<file path="src/rtl/uart_pkg.sv">
// Shared definitions for the parametrised UART transmitter and its FIFO.
//   PAR_NONE/PAR_ODD/PAR_EVEN : values of the PARITY parameter
//   tx_state_e                : transmitter FSM states
//   bps_cnt()                 : clock cycles per bit, integer division
package uart_pkg;

  localparam int PAR_NONE = 0;
  localparam int PAR_ODD  = 1;
  localparam int PAR_EVEN = 2;

  typedef enum logic [2:0] {
    S_IDLE,
    S_START,
    S_DATA,
    S_PARITY,
    S_STOP
  } tx_state_e;

  function automatic int bps_cnt(input int clk_hz, input int baud);
    return clk_hz / baud;
  endfunction

endpackage

</file>
<file path="src/rtl/uart_tx_fifo.sv">
// Synchronous first-word-fall-through FIFO.
//   clk, rst      : clock, synchronous active-high reset (flushes contents)
//   push, din     : write din when not full
//   pop, dout     : dout shows the oldest entry; pop discards it when not empty
//   full, empty   : occupancy flags
//   level         : current occupancy 0..DEPTH
// Push and pop in the same cycle are both honoured and leave level unchanged.
module uart_tx_fifo #(
  parameter int WIDTH = 8,
  parameter int DEPTH = 4
) (
  input  logic                     clk,
  input  logic                     rst,
  input  logic                     push,
  input  logic [WIDTH-1:0]         din,
  input  logic                     pop,
  output logic [WIDTH-1:0]         dout,
  output logic                     full,
  output logic                     empty,
  output logic [$clog2(DEPTH):0]   level
);

  localparam int AW = $clog2(DEPTH);

  logic [WIDTH-1:0] mem [DEPTH];
  logic [AW-1:0]    wr_ptr, rd_ptr;
  logic             do_push, do_pop;

  assign full    = (level == (AW+1)'(DEPTH));
  assign empty   = (level == '0);
  assign do_push = push & ~full;
  assign do_pop  = pop & ~empty;
  assign dout    = mem[rd_ptr];

  // Pointers wrap naturally because DEPTH is a power of two.
  always_ff @(posedge clk) begin
    if (rst) begin
      wr_ptr <= '0;
      rd_ptr <= '0;
      level  <= '0;
    end else begin
      if (do_push) wr_ptr <= wr_ptr + 1'b1;
      if (do_pop)  rd_ptr <= rd_ptr + 1'b1;
      case ({do_push, do_pop})
        2'b10:   level <= level + 1'b1;
        2'b01:   level <= level - 1'b1;
        default: level <= level;
      endcase
    end
  end

  always_ff @(posedge clk) begin
    if (do_push) mem[wr_ptr] <= din;
  end

endmodule

</file>
<file path="src/rtl/uart_tx_param.sv">
// Parametrised UART transmitter with an input FIFO and back-to-back framing.
//   sys_clk, sys_rst : clock, synchronous active-high reset
//   tx_data/valid/ready : word input handshake, transfer on valid && ready
//   uart_txd         : registered serial line, idle high, LSB first
//   busy             : frame in progress or FIFO non-empty
//   done             : one-cycle pulse on the last cycle of the final stop bit
//   fifo_level       : FIFO occupancy
// Frame: start(0), DATA_BITS data, optional parity, STOP_BITS stop(1); each
// bit held BPS_CNT cycles. uart_txd is registered from the FSM state, so the
// line trails the FSM by one cycle; done and busy follow the FSM directly.
module uart_tx_param
  import uart_pkg::*;
#(
  parameter int SYS_CLK_FRE = 100_000_000,
  parameter int BPS         = 115200,
  parameter int DATA_BITS   = 8,
  parameter int PARITY      = 0,
  parameter int STOP_BITS   = 1,
  parameter int FIFO_DEPTH  = 4
) (
  input  logic                          sys_clk,
  input  logic                          sys_rst,
  input  logic [DATA_BITS-1:0]          tx_data,
  input  logic                          tx_valid,
  output logic                          tx_ready,
  output logic                          uart_txd,
  output logic                          busy,
  output logic                          done,
  output logic [$clog2(FIFO_DEPTH):0]   fifo_level
);

  localparam int BPS_CNT = bps_cnt(SYS_CLK_FRE, BPS);
  localparam int CW      = $clog2(2*BPS_CNT);
  localparam int BW      = $clog2(DATA_BITS+1);

  localparam logic [CW-1:0] BIT_LAST  = CW'(BPS_CNT-1);
  localparam logic [CW-1:0] STOP_LAST = CW'(STOP_BITS*BPS_CNT-1);
  localparam logic [BW-1:0] DATA_LAST = BW'(DATA_BITS-1);

  generate
    if (BPS_CNT < 2) begin : g_err_bps
      $error("uart_tx_param: BPS_CNT must be at least 2");
    end
    if (DATA_BITS < 5 || DATA_BITS > 9) begin : g_err_db
      $error("uart_tx_param: DATA_BITS must be 5..9");
    end
    if (PARITY < 0 || PARITY > 2) begin : g_err_par
      $error("uart_tx_param: PARITY must be 0, 1 or 2");
    end
    if (STOP_BITS != 1 && STOP_BITS != 2) begin : g_err_sb
      $error("uart_tx_param: STOP_BITS must be 1 or 2");
    end
    if (FIFO_DEPTH < 2 || (FIFO_DEPTH & (FIFO_DEPTH-1)) != 0) begin : g_err_fd
      $error("uart_tx_param: FIFO_DEPTH must be a power of two >= 2");
    end
  endgenerate

  tx_state_e             state, state_nxt;
  logic [CW-1:0]         clk_cnt;
  logic [BW-1:0]         bit_idx;
  logic [DATA_BITS-1:0]  shift;
  logic                  par_bit;
  logic [DATA_BITS-1:0]  fifo_dout;
  logic                  fifo_full, fifo_empty;
  logic                  push, pop, bit_wrap;
  logic                  bit_end, stop_end;

  // Ready is forced low while reset is asserted so nothing is accepted
  // into a FIFO that is being flushed.
  assign tx_ready = ~sys_rst & ~fifo_full;
  assign push     = tx_valid & tx_ready;
  assign bit_end  = (clk_cnt == BIT_LAST);
  assign stop_end = (clk_cnt == STOP_LAST);
  assign busy     = (state != S_IDLE) | ~fifo_empty;

  uart_tx_fifo #(
    .WIDTH (DATA_BITS),
    .DEPTH (FIFO_DEPTH)
  ) u_fifo (
    .clk   (sys_clk),
    .rst   (sys_rst),
    .push  (push),
    .din   (tx_data),
    .pop   (pop),
    .dout  (fifo_dout),
    .full  (fifo_full),
    .empty (fifo_empty),
    .level (fifo_level)
  );

  always_ff @(posedge sys_clk) begin
    if (sys_rst) state <= S_IDLE;
    else         state <= state_nxt;
  end

  always_comb begin
    state_nxt = state;
    pop       = 1'b0;
    done      = 1'b0;
    bit_wrap  = bit_end;
    case (state)
      S_IDLE: begin
        bit_wrap = 1'b0;
        if (!fifo_empty) begin
          pop       = 1'b1;
          state_nxt = S_START;
        end
      end
      S_START:  if (bit_end) state_nxt = S_DATA;
      S_DATA: begin
        if (bit_end && bit_idx == DATA_LAST)
          state_nxt = (PARITY != PAR_NONE) ? S_PARITY : S_STOP;
      end
      S_PARITY: if (bit_end) state_nxt = S_STOP;
      S_STOP: begin
        // The whole stop period is one count of STOP_BITS*BPS_CNT cycles.
        bit_wrap = stop_end;
        if (stop_end) begin
          done = 1'b1;
          if (!fifo_empty) begin
            pop       = 1'b1;
            state_nxt = S_START;
          end else begin
            state_nxt = S_IDLE;
          end
        end
      end
      default: state_nxt = S_IDLE;
    endcase
  end

  always_ff @(posedge sys_clk) begin
    if (sys_rst) begin
      clk_cnt  <= '0;
      bit_idx  <= '0;
      shift    <= '0;
      par_bit  <= 1'b0;
      uart_txd <= 1'b1;
    end else begin
      if (state == S_IDLE || bit_wrap) clk_cnt <= '0;
      else                             clk_cnt <= clk_cnt + 1'b1;

      if (pop) begin
        shift   <= fifo_dout;
        bit_idx <= '0;
        par_bit <= (PARITY == PAR_ODD) ? ~(^fifo_dout) : ^fifo_dout;
      end else if (state == S_DATA && bit_end) begin
        shift   <= shift >> 1;
        bit_idx <= bit_idx + 1'b1;
      end

      case (state)
        S_START:  uart_txd <= 1'b0;
        S_DATA:   uart_txd <= shift[0];
        S_PARITY: uart_txd <= par_bit;
        default:  uart_txd <= 1'b1;
      endcase
    end
  end

endmodule

</file>
<file path="config.mk">
export PLATFORM = sky130hd
export DESIGN_NAME = uart_tx_param
export DESIGN_NICKNAME = d
export VERILOG_FILES = /design/src/rtl/uart_pkg.sv /design/src/rtl/uart_tx_fifo.sv /design/src/rtl/uart_tx_param.sv
export SDC_FILE = /design/constraint.sdc
export NUM_CORES = 1
export LEC_CHECK = 0
export ABC_AREA = 1
export CAP_MARGIN = 30
export CORE_MARGIN = 8
export CORE_UTILIZATION = 45
export CTS_CLUSTER_DIAMETER = 60
export CTS_CLUSTER_SIZE = 16
export DETAILED_ROUTE_END_ITERATION = 16
export SYNTH_ARGS = -nofsm -noshare
export SYNTH_HDL_FRONTEND = slang
export SYNTH_SLANG_ARGS = --single-unit
</file>
<file path="constraint.sdc">
create_clock -name sys_clk -period 3 [get_ports sys_clk]
set_input_delay 0.45 -clock sys_clk [delete_from_list [all_inputs] [get_ports sys_clk]]
set_output_delay 0.45 -clock sys_clk [all_outputs]
set_load 0.02 [all_outputs]
</file>
==> results.md, run 1 <==
STA:
- The final clock skew is about 0.0085 ns.
- Adding up every negative setup slack in the final design gives 0 ns.
- For this run, the top clock speed supported by timing is about 400 MHz.
- The count of final max-slew check failures was 0.
- Final hold analysis gives a worst-case slack of 0.466 ns.
- Setup repair after global routing left no endpoint under its margin.
- Of the available clock period, the critical path in the final layout requires 0.856.
- Measured against its own limit, the worst slew margin works out to 0.624.
- The actual transition at the worst max-transition pin is 0.563 ns.
- The worst path needs 2.57 ns of the cycle, external delays included.
- Setup violations remaining at the end of the flow were counted as 0.
- The final number of hold-violating endpoints is 0.

Routing:
- The pre-antenna-repair detailed-routing pass consisted of 4 iterations.
- Summed over all layers, the routed wires come to 6.03 mm.
- Dividing the detail-routed via count by the number of cells gives 4.77.
- After detailed routing, the number of remaining DRC violations is 0.
- The initial DRC count is ~140.
- The via count is approximately 2500.
- In this run the remaining antenna-violating nets after routing total 0.
- The routed length per placed instance is 11.5 microns.

Global routing:
- The total overflow left after global routing is 0.
- The number of antenna violations at the first check in global routing was 0.
- The number of global-route vias before repair is 2354.
- The wire length of the first global-routing pass is 10.4 mm.
- For this run, the total global-route usage over all layers was measured as 0.131.
- The maximum number of pins on one net before global-route repair is 18.

Power and ir drop:
- Cell internal power was estimated by the tool at 1.93 mW.
- Power spread over the standard cell area amounts to 895 nW/um^2.
- Of the total power, the share spent switching nets is 0.412.
- The share of total power dissipated in the clock network is 0.196.
- The share of total power dissipated in combinational logic is 0.429.
- The static power due to leakage is around 1.5 nW.
- The register share of total power is 0.375.
- The largest voltage drop on the vdd net is 0.000390 V.
- The switching power of the nets is 1.36 mW.

Clock tree:
- TritonCTS created 9 clock buffers.
- The clock sink count is 69.
- The TritonCTS clock tree is done.
- The clock-pin slew on the worst setup and hold paths is 0.07 ns.
- After clock tree synthesis, the repair step resized 0 gates.
- Buffers added to address setup during post-CTS repair amount to 0.
- Clock latency on the worst-skew pair, taken at its later pin, is about 0.34 ns.
- The number of H-tree branching levels is 3.
- Buffers inserted to repair hold after CTS numbered 0.
- The tree is rooted in a sky130_fd_sc_hd__clkbuf_8.
- In this run the deepest clock path goes through 2 buffers.

Yosys:
- Yosys printed 0 warnings.
- Synthesis inferred 69 register bits.
- After synthesis, the cell types taking the most area are sky130_fd_sc_hd__edfxtp_1 (30%), sky130_fd_sc_hd__dfxtp_1 (23%), sky130_fd_sc_hd__nand2_1 (15%), sky130_fd_sc_hd__nand3_1 (7.0%), sky130_fd_sc_hd__inv_1 (4.9%).
- The distinct cell type count after synthesis is 29.
- The share of synthesized area in the top cell type comes to 0.297.
- Of the synthesized area, sequential elements account for 0.526.
- The number of nets in the synthesized netlist is 412.
- The average footprint of a synthesized cell is roughly 8 sq um.
- The post-synth design cell area is 3230 sq um.
- Summed over all instances, the cell type with the most area after synthesis is sky130_fd_sc_hd__edfxtp_1.
- Synthesis produced between 300 and 400 cells.

Critical path:
- On the critical path, the stage with the largest delay is an instance of sky130_fd_sc_hd__clkdlybuf4s50_1.
- The path type of the worst setup path is flop to output port.
- The critical-path maximum fanout is 6.
- For flop-to-flop paths, the worst setup slack is 0.51 ns.
- The critical path startpoint category is a flop.
- The worst reg2reg path depth is 12.
- The endpoint of the worst-slack reg-to-reg timing path is u_fifo.level[2].
- STA classifies the critical path endpoint as an output port.
- The required time at the worst-slack endpoint is roughly 2.6 ns.
- On the worst path, the slowest cell contributes a delay of 0.61 ns.
- Data on the critical path arrives at its endpoint at 2.12 ns.
- In this run the critical register-to-register path is launched from clk_cnt[0].
- The signal on the critical path passes through ha_1 -> nand2_1 -> nor3_1 -> nand2_2 -> nor2_1 -> clkdlybuf4s50_1.

Placement:
- After legalization and detailed placement, the total HPWL measured 4.36 mm.
- The placer's final routability congestion estimate is 0.833.
- In this run the tool buffered the top-level ports with 17 buffer cells.

Worst hold path:
- The worst hold path terminates at clk_cnt[10].
- The worst hold path stage count is 2.
- The worst hold path begins at clk_cnt[10].
- The class of the tightest hold or removal check is flop to flop.

Job:
- The reported max-cap violation count is 0.

Floorplanning:
- The area of the core is 7100 sq um.
- The floorplan step defined a die boundary enclosing roughly 10000 sq um.
- The height of the die is 101 microns.
- The floorplan step set the die width to 101 microns.
- The floorplan has 31 rows.
- During I/O placement, the number of pins put on the boundary was 18.
- The starting density of the core is 0.456.

Layout:
- From synthesis to final layout, the design area changed by 13.6%.
- Of the cells placed in the final design, the portion with a size suffix greater than 1 is 0.0757.
- The antenna diode count is 0.
- Fill cells in the final layout number 691.
- In the final design database the tool counted 437 nets.

Run status:
- The run finished with clean final reports.
-- synthesized netlist by cell type --
cell type                  instances
sky130_fd_sc_hd__a21boi_4          1
sky130_fd_sc_hd__a21oi_1          27
sky130_fd_sc_hd__a21oi_2           1
sky130_fd_sc_hd__a31oi_1           2
sky130_fd_sc_hd__buf_2             3
sky130_fd_sc_hd__buf_4             1
sky130_fd_sc_hd__buf_6             4
sky130_fd_sc_hd__clkbuf_1          2
sky130_fd_sc_hd__dfxtp_1          37
sky130_fd_sc_hd__edfxtp_1         32
sky130_fd_sc_hd__fa_1              1
sky130_fd_sc_hd__ha_1              7
sky130_fd_sc_hd__inv_1            42
sky130_fd_sc_hd__inv_2             3
sky130_fd_sc_hd__nand2_1         130
sky130_fd_sc_hd__nand2_2           4
sky130_fd_sc_hd__nand3_1          45
sky130_fd_sc_hd__nand3b_1          1
sky130_fd_sc_hd__nand4_1           1
sky130_fd_sc_hd__nor2_1           21
sky130_fd_sc_hd__nor2_2            1
sky130_fd_sc_hd__nor3_1            7
sky130_fd_sc_hd__nor3b_1           2
sky130_fd_sc_hd__nor4_1            1
sky130_fd_sc_hd__nor4_4            1
sky130_fd_sc_hd__o21ai_0          11
sky130_fd_sc_hd__o21ai_1           2
sky130_fd_sc_hd__xnor2_1           2
sky130_fd_sc_hd__xor2_1            1
-- worst max-delay path: cells and delay by family (launching register included) --
kind,cells,cell delay [ns]
buffers and inverters,1,0.61
DFF,1,0.37
and+or+nand+nor,4,0.60
adders and majority gates,1,0.20
-- stage by stage --
stage | setup WS (ns) | std cells | utilization | area [sq um] | total power [mW]
floorplan | 0.710 | 393 | - | 3230 | 2.37
global placement | 0.533 | 506 | 0.494 | 3510 | 2.66
detailed placement | 0.490 | 506 | 0.494 | 3510 | 2.68
CTS | 0.376 | 522 | 0.518 | 3670 | 3.33
global route | 0.272 | 522 | 0.518 | 3670 | 3.60
finish | 0.432 | 522 | 0.518 | 3670 | 3.29
-- power groups by stage --
stage	logic (mW)	clock network (mW)	registers, mW
2_1_floorplan	1.11	0	1.26
3_3_place_gp	1.41	0	1.25
3_5_place_dp	1.42	0	1.25
4_1_cts	1.43	0.666	1.23
5_1_grt	1.64	0.705	1.25
6_report	1.41	0.644	1.23
-- metal layers --
metal | vias to the layer above | share of wire | GRT usage
li1 | 1334 | - | -
met1 | 1116 | 0.48 | 0.156
met2 | 30 | 0.47 | 0.216
met3 | 8 | 0.029 | 0.0290
met4 | 0 | 0.018 | 0.0709
met5 | - | 0 | 0
-- cell usage in the layout (no fill, tap or decap), types with 7 or more instances in the layout --
cell type                         count
sky130_fd_sc_hd__nand2_1            130
sky130_fd_sc_hd__nand3_1             45
sky130_fd_sc_hd__inv_1               42
sky130_fd_sc_hd__dfxtp_1             37
sky130_fd_sc_hd__edfxtp_1            32
sky130_fd_sc_hd__a21oi_1             27
sky130_fd_sc_hd__nor2_1              21
sky130_fd_sc_hd__clkdlybuf4s50_1     17
sky130_fd_sc_hd__o21ai_0             11
sky130_fd_sc_hd__clkbuf_8             9
sky130_fd_sc_hd__nor3_1               7
sky130_fd_sc_hd__ha_1                 7
sky130_fd_sc_hd__buf_4                7
-- area by class of cell --
class	count	area (sq um)	area share
Clock inverter	6	40.0	0.0109
Inverter	45	169	0.0460
Clock buffer	10	128	0.0347
Tap cell	99	124	0.0337
Multi-Input combinational cell	269	1290	0.351
Timing Repair Buffer	24	223	0.0606
Sequential cell	69	1700	0.463
-- cells by family (layout without fill, tap and decap cells) --
family	Yosys count	count (layout)	synth area share
flip-flops	69	69	0.526
XOR/XNOR	3	3	0.00813
buffers and inverters	55	85	0.0754
AND/OR/NAND/NOR	214	214	0.283
AO/OA/AOI/OAI	44	44	0.0743
adder cells (fa/ha/maj)	8	8	0.0333
-- how the worst max path moves through the flow --
stage / from / endpoint
after floorplan: clk_cnt[0] / u_fifo.level[2]
after global placement: clk_cnt[0] / u_fifo.level[2]
after detailed placement: clk_cnt[0] / u_fifo.level[2]
after CTS: clk_cnt[0] / done
after global routing: clk_cnt[0] / done
final: clk_cnt[0] / done
-- sequential cells by signal, indices dropped and copies added, names as in the netlist, named ones only --
signal,cells
u_fifo.wr_ptr,2
bit_idx,4
clk_cnt,11
state,3
u_fifo.mem,32
u_fifo.level,3
uart_txd,1
par_bit,1
u_fifo.rd_ptr,2
shift,8
Power figures use the tool's default switching activity.
==> run 2: changes to the inputs <==
Settings changed: CELL_PAD_IN_SITES_DETAIL_PLACEMENT set to 0, CELL_PAD_IN_SITES_GLOBAL_PLACEMENT set to 1, PLACE_DENSITY_LB_ADDON set to 0.1.
==> results.md, run 2 (synthesized netlist as in run 1, its figures left out) <==
Clock tree:
- The number of buffers inserted for hold repair after clock tree synthesis is 0 (unchanged).
- The number of H-tree branching levels came to 3 (unchanged).
- The deepest clock path buffer count was 2 (unchanged).
- The clock-pin slew on the worst setup and hold paths is 0.08 ns (was 0.07 ns).
- The buffers inserted during post-CTS setup optimization is 0 (unchanged).
- The clock sink count came to 69 (unchanged).
- The clock root buffer is sky130_fd_sc_hd__clkbuf_8 (unchanged).
- The number of buffers created by CTS came to 9 (unchanged).
- The worst-skew pair later-pin latency is 0.35 ns (was 0.34 ns).
- The number of resized instances in the post-cts repair step is 0 (unchanged).
- The TritonCTS clock tree is done (unchanged).

Floorplanning:
- The die area was 10200 sq um (unchanged).
- The height of the die is 101 microns (unchanged).
- The boundary pin count was 18 (unchanged).
- The number of core rows is 31 (unchanged).
- The die width is 101 microns (unchanged).
- The area of the core is 7100 sq um (unchanged).
- The starting density of the core was 0.456 (unchanged).

Worst hold path:
- The sink of the worst hold path is bit_idx[3] (was clk_cnt[10]).
- The class of the tightest hold or removal check was flop to flop (unchanged).
- The startpoint of the tightest hold check path is bit_idx[3] (was clk_cnt[10]).
- The worst hold path stage count was 2 (unchanged).

Critical path:
- The required time at the worst-slack endpoint is 2.55 ns (about the same).
- The critical path capture point type is an output port (unchanged).
- The slowest stage cell on the critical path is sky130_fd_sc_hd__clkdlybuf4s50_1 (unchanged).
- The critical path startpoint category is a flop (unchanged).
- The worst endpoint data arrival time is 2.17 ns (was 2.12 ns).
- The endpoint of the worst-slack reg-to-reg timing path is u_fifo.level[2] (unchanged).
- The start of the worst register-to-register path is clk_cnt[0] (unchanged).
- Ordered cell list for the critical path: ha_1 -> nand2_1 -> nor3_1 -> nand2_2 -> nor2_1 -> clkdlybuf4s50_1 (unchanged).
- The longest individual stage delay on the worst path came to 0.61 ns (about the same).
- The slack of the worst reg-to-reg path is 0.44 ns (was 0.51 ns).
- The critical-path maximum fanout is 6 (unchanged).
- The worst reg2reg path depth came to 12 (unchanged).
- The path type of the worst setup path is flop to output port (unchanged).

STA:
- The actual transition at the worst max-transition pin is 0.481 ns (was 0.563 ns).
- The normalized max-slew margin is 0.679 (was 0.624).
- The count of final max-slew check failures was 0 (unchanged).
- The share of the clock period used by the worst path is 0.872 (was 0.856).
- The final critical path time including I/O delays and setup is 2.62 ns (was 2.57 ns).
- The final clock skew is 0.0127 ns (was 0.00852 ns).
- The final number of hold-violating endpoints is 0 (unchanged).
- Unrepaired setup endpoints after global routing: false (unchanged).
- The peak clock frequency supported by timing is 382 MHz (was 389 MHz).
- The aggregate negative setup slack is 0 ns (unchanged).
- The total of endpoints with negative setup slack in the final report was 0 (unchanged).

Run status:
- Outcome: finished clean (unchanged).

Routing:
- The routed length per placed instance came to 12.4 microns (was 11.5 microns).
- The total routed wirelength is 6.48 mm (was 6.03 mm).
- The final antenna-violating net count is 0 (unchanged).
- The average via count per standard cell is 4.78 (was 4.77).
- The number of search-and-repair iterations in the first detailed-routing pass is 4 (unchanged).
- The initial DRC count came to 146 (was 137).
- The DRC violation count after routing came to 0 (unchanged).
- The via count is 2498 (was 2488).

Layout:
- The fraction of final layout cells sized beyond drive strength 1 is 0.0825 (was 0.0757).
- The growth of design area from synthesis to finish came to 15.4% (was 13.6%).
- The final layout net count is 438 (was 437).
- Biggest regs: u_fifo.mem x32, clk_cnt x11, shift x8 (unchanged).
- The footprint of the multi-input gates is 1290 sq um (unchanged).
- The area used by sequential logic in the layout is 1700 sq um (unchanged).
- Commonest cells after routing, fill and taps aside: sky130_fd_sc_hd__nand2_1 (130), sky130_fd_sc_hd__nand3_1 (45), sky130_fd_sc_hd__inv_1 (42) (unchanged).
- The number of flip-flops under the largest register name is 32 (unchanged).
- The number of inserted filler cells in the final layout is 668 (was 691).
- The antenna diode count was 0 (unchanged).
- The commonest non-fill, non-tap cell in the layout is sky130_fd_sc_hd__nand2_1 (unchanged).
- The top register by number of flip-flops is u_fifo.mem (unchanged).

Placement:
- The placer's final routability congestion estimate came to 0.767 (was 0.833).
- The number of buffer cells added on primary ports is 17 (unchanged).
- The half-perimeter wire length after placement is 4.54 mm (was 4.36 mm).

Global routing:
- The wire length of the first global-routing pass came to 10.8 mm (was 10.4 mm).
- The maximum number of pins on one net before global-route repair was 18 (unchanged).
- The global-route total usage across every layer is 0.138 (was 0.131).
- The number of global-route vias before repair is 2342 (was 2354).
- The leftover overflow at the end of global routing is 0 (unchanged).
- The number of antenna violations at the first check in global routing came to 0 (unchanged).

Job:
- The reported max-cap violation count is 0 (unchanged).

Power and ir drop:
- The total power divided by cell area is 939 nW/um^2 (was 895 nW/um^2).
- The largest voltage drop on the vdd net is 0.000500 V (was 0.000390 V).
- The total design power is 3.50 mW (was 3.29 mW).
- The static power due to leakage came to 1.52 nW (was 1.48 nW).
==> run 2: changes by cell type in the layout (fill, tap and decap cells not counted) <==
cell,before,now
sky130_fd_sc_hd__buf_4,7,8
sky130_fd_sc_hd__bufinv_16,0,2
sky130_fd_sc_hd__clkinv_1,1,0
sky130_fd_sc_hd__clkinvlp_4,3,0
sky130_fd_sc_hd__inv_6,0,2
sky130_fd_sc_hd__clkinv_2,1,2
sky130_fd_sc_hd__clkbuf_1,1,0
==> run 2: through the flow <==
step | cells | util | area (sq um) | setup WS, ns | hold slack (ns)
after floorplan | 393 | - | 3230 | 0.710 | 0.430
after global placement | 507 | 0.495 | 3510 | 0.543 | 0.446
after detailed placement | 507 | 0.495 | 3510 | 0.461 | 0.453
after CTS | 523 | 0.526 | 3730 | 0.337 | 0.465
after global routing | 523 | 0.526 | 3730 | 0.167 | 0.501
final | 523 | 0.526 | 3730 | 0.384 | 0.465
==> run 2: final cells by class <==
type	count	share of cell area
timing repair buffer	25	0.0617
inverter	45	0.0452
sequential	69	0.456
multi-input combinational	269	0.345
tap	99	0.0332
clock inverter	7	0.0258
clock buffer	9	0.0332
==> run 2: worst max-delay path by stage <==
| stage | slack, ns | start | depth (start not counted) | endpoint |
|---|---|---|---|---|
| final | 0.38 | clk_cnt[0] | 6 | done |
| after global routing | 0.17 | clk_cnt[0] | 12 | u_fifo.level[2] |
| after CTS | 0.34 | clk_cnt[0] | 6 | done |
| after detailed placement | 0.46 | clk_cnt[0] | 12 | u_fifo.level[2] |
| after global placement | 0.54 | clk_cnt[0] | 12 | u_fifo.level[2] |
| after floorplan | 0.71 | clk_cnt[0] | 12 | u_fifo.level[2] |
==> run 2: metal layers <==
layer  vias up  track usage  wire length (microns)  share of wire
met5         -            0                      0              0
met4         0       0.0628                    117          0.018
met3         9       0.0325                    201          0.031
met2        34        0.218                   2880           0.44
met1      1122        0.173                   3290           0.51
li1       1333            -                      -              -
==> run 2: report_power, final <==
group	leakage [nW]	switching, mW	internal (mW)
combinational	0.817	0.920	0.503
clock	0.114	0.366	0.472
sequential	0.592	0.111	1.13
==> run 2: worst max-delay path: cells and delay by family (launching register included) <==
kind,cells,cell delay [ns]
adders and majority gates,1,0.20
buffers and inverters,1,0.61
DFF,1,0.38
and+or+nand+nor,4,0.63
